### config.mk
export PLATFORM = sky130hd
export DESIGN_NAME = integrator_tdm_scheduler
export DESIGN_NICKNAME = d
export VERILOG_FILES = /design/src/rtl/integrator_tdm_scheduler_pkg.sv /design/src/rtl/integrator_tdm_scheduler_rr_arbiter.sv /design/src/rtl/integrator_tdm_scheduler.sv
export SDC_FILE = /design/constraint.sdc
export NUM_CORES = 1
export LEC_CHECK = 0
export CORE_AREA = 2 2 270 272
export CTS_CLUSTER_DIAMETER = 50
export DETAILED_ROUTE_END_ITERATION = 7
export DIE_AREA = 0 0 272 274
export GPL_TIMING_DRIVEN = 0
export MAX_ROUTING_LAYER = met4
export REMOVE_ABC_BUFFERS = 1
export SLEW_MARGIN = 20
export SYNTH_ARGS = -nofsm -noshare
export SYNTH_HDL_FRONTEND = slang
export SYNTH_SLANG_ARGS = --single-unit
### constraint.sdc
create_clock -name clk -period 20.6 [get_ports clk]
set_clock_uncertainty 0.15 [all_clocks]
set_input_delay 3.09 -clock clk [delete_from_list [all_inputs] [get_ports clk]]
set_output_delay 3.09 -clock clk [all_outputs]
set_load 0.05 [all_outputs]
### src/rtl/integrator_tdm_scheduler_pkg.sv
// integ_tdm_pkg: widths, default coefficients and FSM states for the TDM integrator.
package integ_tdm_pkg;
   localparam int IN_W = 22;
   localparam int COEF_W = 11;
   localparam int PROD_W = 21;
   localparam int OUT_W = 22;
   localparam logic [COEF_W-1:0] B0_DEF = 11'd367;
   localparam logic [COEF_W-1:0] B1_DEF = 11'd1314;
   localparam logic [COEF_W-1:0] B2_DEF = 11'd367;
   typedef enum logic [2:0] {IDLE, M0, M1, M2, WB} state_t;
endpackage

### src/rtl/integrator_tdm_scheduler_rr_arbiter.sv
// rr_arbiter: one-hot grant to the first request found after the pointer, wrapping.
module rr_arbiter #(
   parameter int NUM_CH = 4,
   localparam int CW = $clog2(NUM_CH)
) (
   input  logic [NUM_CH-1:0] i_req,
   input  logic [CW-1:0]     i_ptr,
   output logic [NUM_CH-1:0] o_grant
);
   // scan farthest to nearest so the nearest request overwrites the rest
   always_comb begin
      o_grant = '0;
      for (int i = NUM_CH; i >= 1; i--)
         if (i_req[(int'(i_ptr) + i) % NUM_CH]) o_grant = NUM_CH'(1) << ((int'(i_ptr) + i) % NUM_CH);
   end
endmodule

### src/rtl/integrator_tdm_scheduler.sv
// integrator_tdm_scheduler: one shared 3-tap integrator MAC time-multiplexed over
// NUM_CH streams with per-channel history, round-robin intake and tagged output.
module integrator_tdm_scheduler
   import integ_tdm_pkg::*;
#(
   parameter int NUM_CH = 4,
   parameter logic [COEF_W-1:0] B0 = B0_DEF,
   parameter logic [COEF_W-1:0] B1 = B1_DEF,
   parameter logic [COEF_W-1:0] B2 = B2_DEF,
   localparam int CW = $clog2(NUM_CH)
) (
   input  logic                   clk,
   input  logic                   reset,
   input  logic [NUM_CH-1:0]      ch_valid,
   input  logic [NUM_CH*IN_W-1:0] ch_data,
   output logic [NUM_CH-1:0]      ch_ready,
   input  logic [NUM_CH-1:0]      ch_clear,
   output logic                   out_valid,
   output logic [CW-1:0]          out_ch,
   output logic [OUT_W-1:0]       out_data,
   output logic                   busy
);
   state_t r_state;
   logic [CW-1:0] r_ptr, r_ch, r_out_ch, w_c;
   logic signed [IN_W-1:0] r_x, r_x1s, r_x2s, w_opnd, w_coef_s;
   logic signed [OUT_W-1:0] r_y1s, r_y2s, r_out_data, w_y;
   logic signed [PROD_W-1:0] r_acc, w_prod, w_sum;
   logic signed [IN_W-1:0] r_hx1 [NUM_CH];
   logic signed [IN_W-1:0] r_hx2 [NUM_CH];
   logic signed [OUT_W-1:0] r_hy1 [NUM_CH];
   logic signed [OUT_W-1:0] r_hy2 [NUM_CH];
   logic [NUM_CH-1:0] w_grant;
   logic r_disc, r_out_valid, w_accept;

   rr_arbiter #(.NUM_CH(NUM_CH)) u_arb (.i_req(ch_valid), .i_ptr(r_ptr), .o_grant(w_grant));

   always_comb begin
      w_c = '0;
      for (int i = 0; i < NUM_CH; i++) if (w_grant[i]) w_c = CW'(i);
   end

   assign w_accept  = (r_state == IDLE) && |w_grant;
   assign ch_ready  = (r_state == IDLE) ? w_grant : '0;
   assign busy      = r_state != IDLE;
   assign out_valid = r_out_valid;
   assign out_ch    = r_out_ch;
   assign out_data  = r_out_data;

   // coefficient is unsigned; zero-extend so the signed product keeps its sign from the sample
   assign w_coef_s = {{(IN_W-COEF_W){1'b0}}, (r_state == M0) ? B0 : (r_state == M1) ? B1 : B2};
   assign w_opnd   = (r_state == M0) ? r_x : (r_state == M1) ? r_x1s : r_x2s;
   assign w_prod   = PROD_W'(w_coef_s * w_opnd);
   assign w_sum    = ((r_state == M0) ? '0 : r_acc) + w_prod;
   assign w_y      = {{(OUT_W-PROD_W){r_acc[PROD_W-1]}}, r_acc} + r_y2s;

   always_ff @(posedge clk or posedge reset) begin
      if (reset) begin
         r_state     <= IDLE;
         r_ptr       <= CW'(NUM_CH - 1);
         r_ch        <= '0;
         r_x         <= '0;
         r_x1s       <= '0;
         r_x2s       <= '0;
         r_y1s       <= '0;
         r_y2s       <= '0;
         r_acc       <= '0;
         r_disc      <= 1'b0;
         r_out_valid <= 1'b0;
         r_out_ch    <= '0;
         r_out_data  <= '0;
      end else begin
         r_out_valid <= 1'b0;
         if (w_accept) begin
            r_state <= M0;
            r_ch    <= w_c;
            r_ptr   <= w_c;
            r_x     <= ch_data[w_c*IN_W +: IN_W];
            r_x1s   <= r_hx1[w_c];
            r_x2s   <= r_hx2[w_c];
            r_y1s   <= r_hy1[w_c];
            r_y2s   <= r_hy2[w_c];
            r_disc  <= ch_clear[w_c];
         end else if (r_state == M0 || r_state == M1 || r_state == M2) begin
            r_state <= (r_state == M0) ? M1 : (r_state == M1) ? M2 : WB;
            r_acc   <= w_sum;
            r_disc  <= r_disc | ch_clear[r_ch];
         end else if (r_state == WB) begin
            r_state     <= IDLE;
            r_out_valid <= 1'b1;
            r_out_ch    <= r_ch;
            r_out_data  <= w_y;
         end
      end
   end

   // a clear seen in WB itself lands in the first branch, so it also discards the write
   always_ff @(posedge clk or posedge reset) begin
      if (reset) begin
         for (int k = 0; k < NUM_CH; k++) begin
            r_hx1[k] <= '0;
            r_hx2[k] <= '0;
            r_hy1[k] <= '0;
            r_hy2[k] <= '0;
         end
      end else begin
         for (int k = 0; k < NUM_CH; k++) begin
            if (ch_clear[k]) begin
               r_hx1[k] <= '0;
               r_hx2[k] <= '0;
               r_hy1[k] <= '0;
               r_hy2[k] <= '0;
            end else if (r_state == WB && r_ch == CW'(k) && !r_disc) begin
               r_hx2[k] <= r_x1s;
               r_hx1[k] <= r_x;
               r_hy2[k] <= r_y1s;
               r_hy1[k] <= w_y;
            end
         end
      end
   end
endmodule

==> impl_metrics.toml <==
[timing]
hold_viol = 0
setup_ws_ns = 11.48
setup_viol = 0
finalCritPeriodShare_pct = 44.3
fin_tns_setup_ns = 0
min_period_ns = 9.12
rsz0062_at_grt = "no"
worst_pin_slew_ns = 1.09
fmaxAchievable_mhz = 110
drv_slew = 0
slew_headroom_pct = 26.5

[logic_synthesis]
synth_cell_types = 64
yosysWarnings = 0
async_flop_share_pct = 100
yosysTopAreaCell = "dfrtp_1"
yosysSeqAreaShare_pct = 44.6
yosysTopAreaCellShare_pct = 44.4
synth_cells = 3217
syn_area_mm2 = 0.0283
synth-seq-cells = 505
ys.flop_type = "dfrtp_1"
synth_edf_count = 0
synth.area.top_cells = "dfrtp_1 44%, nand2_1 10%, a21oi_1 8.2%, fa_1 6.4%, ha_1 4.0%"
avgSynthCellArea_um2 = 8.81

[grt]
grt_start_max_net_pins = 99
antenna_found_initial = 0
grt_overflow = 0
grt_pass1_vias = 22400
grt_use_total_pct = 22.3
grt_pass1_wl_um = 129000

[detailed_routing]
antenna_left = 0
dr.pass1.iters = 5
routed_wl_um = 80200
drc = 0
drt-vias-per-instance = 5.36
drtIter0Drc = 1459
routedWlPerCell_um = 18.8
num_vias = 22900

[clocking]
ctsRootBufferMaster = "clkbuf_16"
clock_path_buffers = 3
cts_sinks = 505
cts_tree = "built"
clk_pin_slew_worst_paths_ns = 0.06
post_cts_buffers = 0
ctsHoldBuffers = 0
insertion_delay_ns = 0.63
cts_inserted_buffers = 57
htreeDepth = 2
ctsResizeCount = 0

[placement]
placed_area_mm2 = 0.0312
dp_slack_ns = 11.48
dp_hpwl_um = 52800
place_congestion = 0.832
io_buffers = 123

[outcome]
outcome = "finished, final reports clean"

[die]
fp.dieW_um = 272
die_area_mm2 = 0.0745
num_rows = 99
core_area_mm2 = 0.0720
pin_count = 128
initial_core_util_pct = 39.4
dieHeight_um = 274

[layout]
fin_area_mm2 = 0.0330
final_nets = 3550
drive_gt1_share_pct = 7.04
final_cell_mix = "775 x nand2_1, 503 x dfrtp_1, 462 x a21oi_1"
area_delta_synth_final_pct = 16.6
utilization_pct = 45.9
diodes = 0
final_common_cell = "nand2_1"

[worst_setup_path]
critical_path_required_ns = 17.36
crit_fanout = 8
arrival_ns = 5.88
cp-start-kind = "input pin"
endpoint_kind = "output port"
rrSetupSlack_ns = 12.56
critPathKind = "in2out"

[hold_path]
min_path_type = "reg2reg"

[flow_run]
drv_cap = 0
cells by family (layout without fill, tap and decap cells):
group	count (synthesis)	in the layout	share of synthesized area, %
simple gates	1068	1068	15.0
flops	505	505	44.6
mux	100	100	3.80
xor+xnor	59	59	1.87
fa+ha+maj	182	182	10.4
buf+inv	410	504	5.87
compound gates	893	893	18.4
path summary, 6_finish.rpt:
path                              from          end  cells past startpoint
min in group asynchronous        reset    r_hy1[56]                      2
max                        ch_valid[3]  ch_ready[2]                      8
min reg2reg                out_data[3]  out_data[3]                      2
min                        out_data[3]  out_data[3]                      2
max in group asynchronous        reset    r_hx2[48]                      5
max reg2reg                 r_state[1]    r_acc[20]                     23
metal layers:
metal  GRT usage [%]  wire length [µm]  up-vias
li1                -                 -    10900
met1            30.5             36300    11300
met2            35.5             38300      575
met3            2.70              4160       98
met4            5.23              1430        0
met5               -                 0        -
cell usage after synthesis (16+ instances only):
| cell type | number |
|---|---|
| a211oi_1 | 125 |
| a21o_1 | 32 |
| a21oi_1 | 462 |
| and2_1 | 19 |
| buf_1 | 17 |
| clkbuf_1 | 176 |
| dfrtp_1 | 503 |
| fa_1 | 91 |
| ha_1 | 90 |
| inv_1 | 182 |
| mux2i_1 | 84 |
| nand2_1 | 777 |
| nor2_1 | 189 |
| nor3_1 | 20 |
| o21ai_0 | 51 |
| o21ai_1 | 86 |
| o22ai_1 | 52 |
| o31ai_1 | 16 |
| xnor2_1 | 43 |
per-stage QoR:
step	instances	hold slack [ns]
2_1_floorplan	2990	0.299
3_3_place_gp	4072	0.312
3_5_place_dp	4171	0.316
4_1_cts	4270	0.330
5_1_grt	4270	0.339
6_report	4270	0.327
cell type report:
class / count / area [µm²]
fill: 6888 / 38900
multi-input combinational: 2302 / 14100
sequential: 505 / 12600
timing repair buffer: 222 / 2560
clock buffer: 77 / 1580
tap: 959 / 1200
inverter: 183 / 694
clock inverter: 22 / 230
registers in the layout (all words and copies together) (netlist names), 3 cells and up:
| name | count |
|---|---|
| r_state | 3 |
| r_hx1 | 84 |
| r_y1s | 22 |
| r_hx2 | 84 |
| r_y2s | 22 |
| r_x2s | 21 |
| out_data | 22 |
| r_hy1 | 88 |
| r_acc | 21 |
| r_x1s | 21 |
| r_x | 21 |
| r_hy2 | 88 |
worst max-delay path, cell delays in order:
cell and delay [ns]:
clkdlybuf4s50_1 0.46, mux4_2 0.47, nor2b_2 0.18, a221o_1 0.31
a22oi_2 0.40, buf_6 0.21, nor2_1 0.04, clkdlybuf4s50_1 0.71
Power is left out: the tool's default activity adds up to more than one toggle a clock period on the data nets, which glitch-free logic cannot reach.
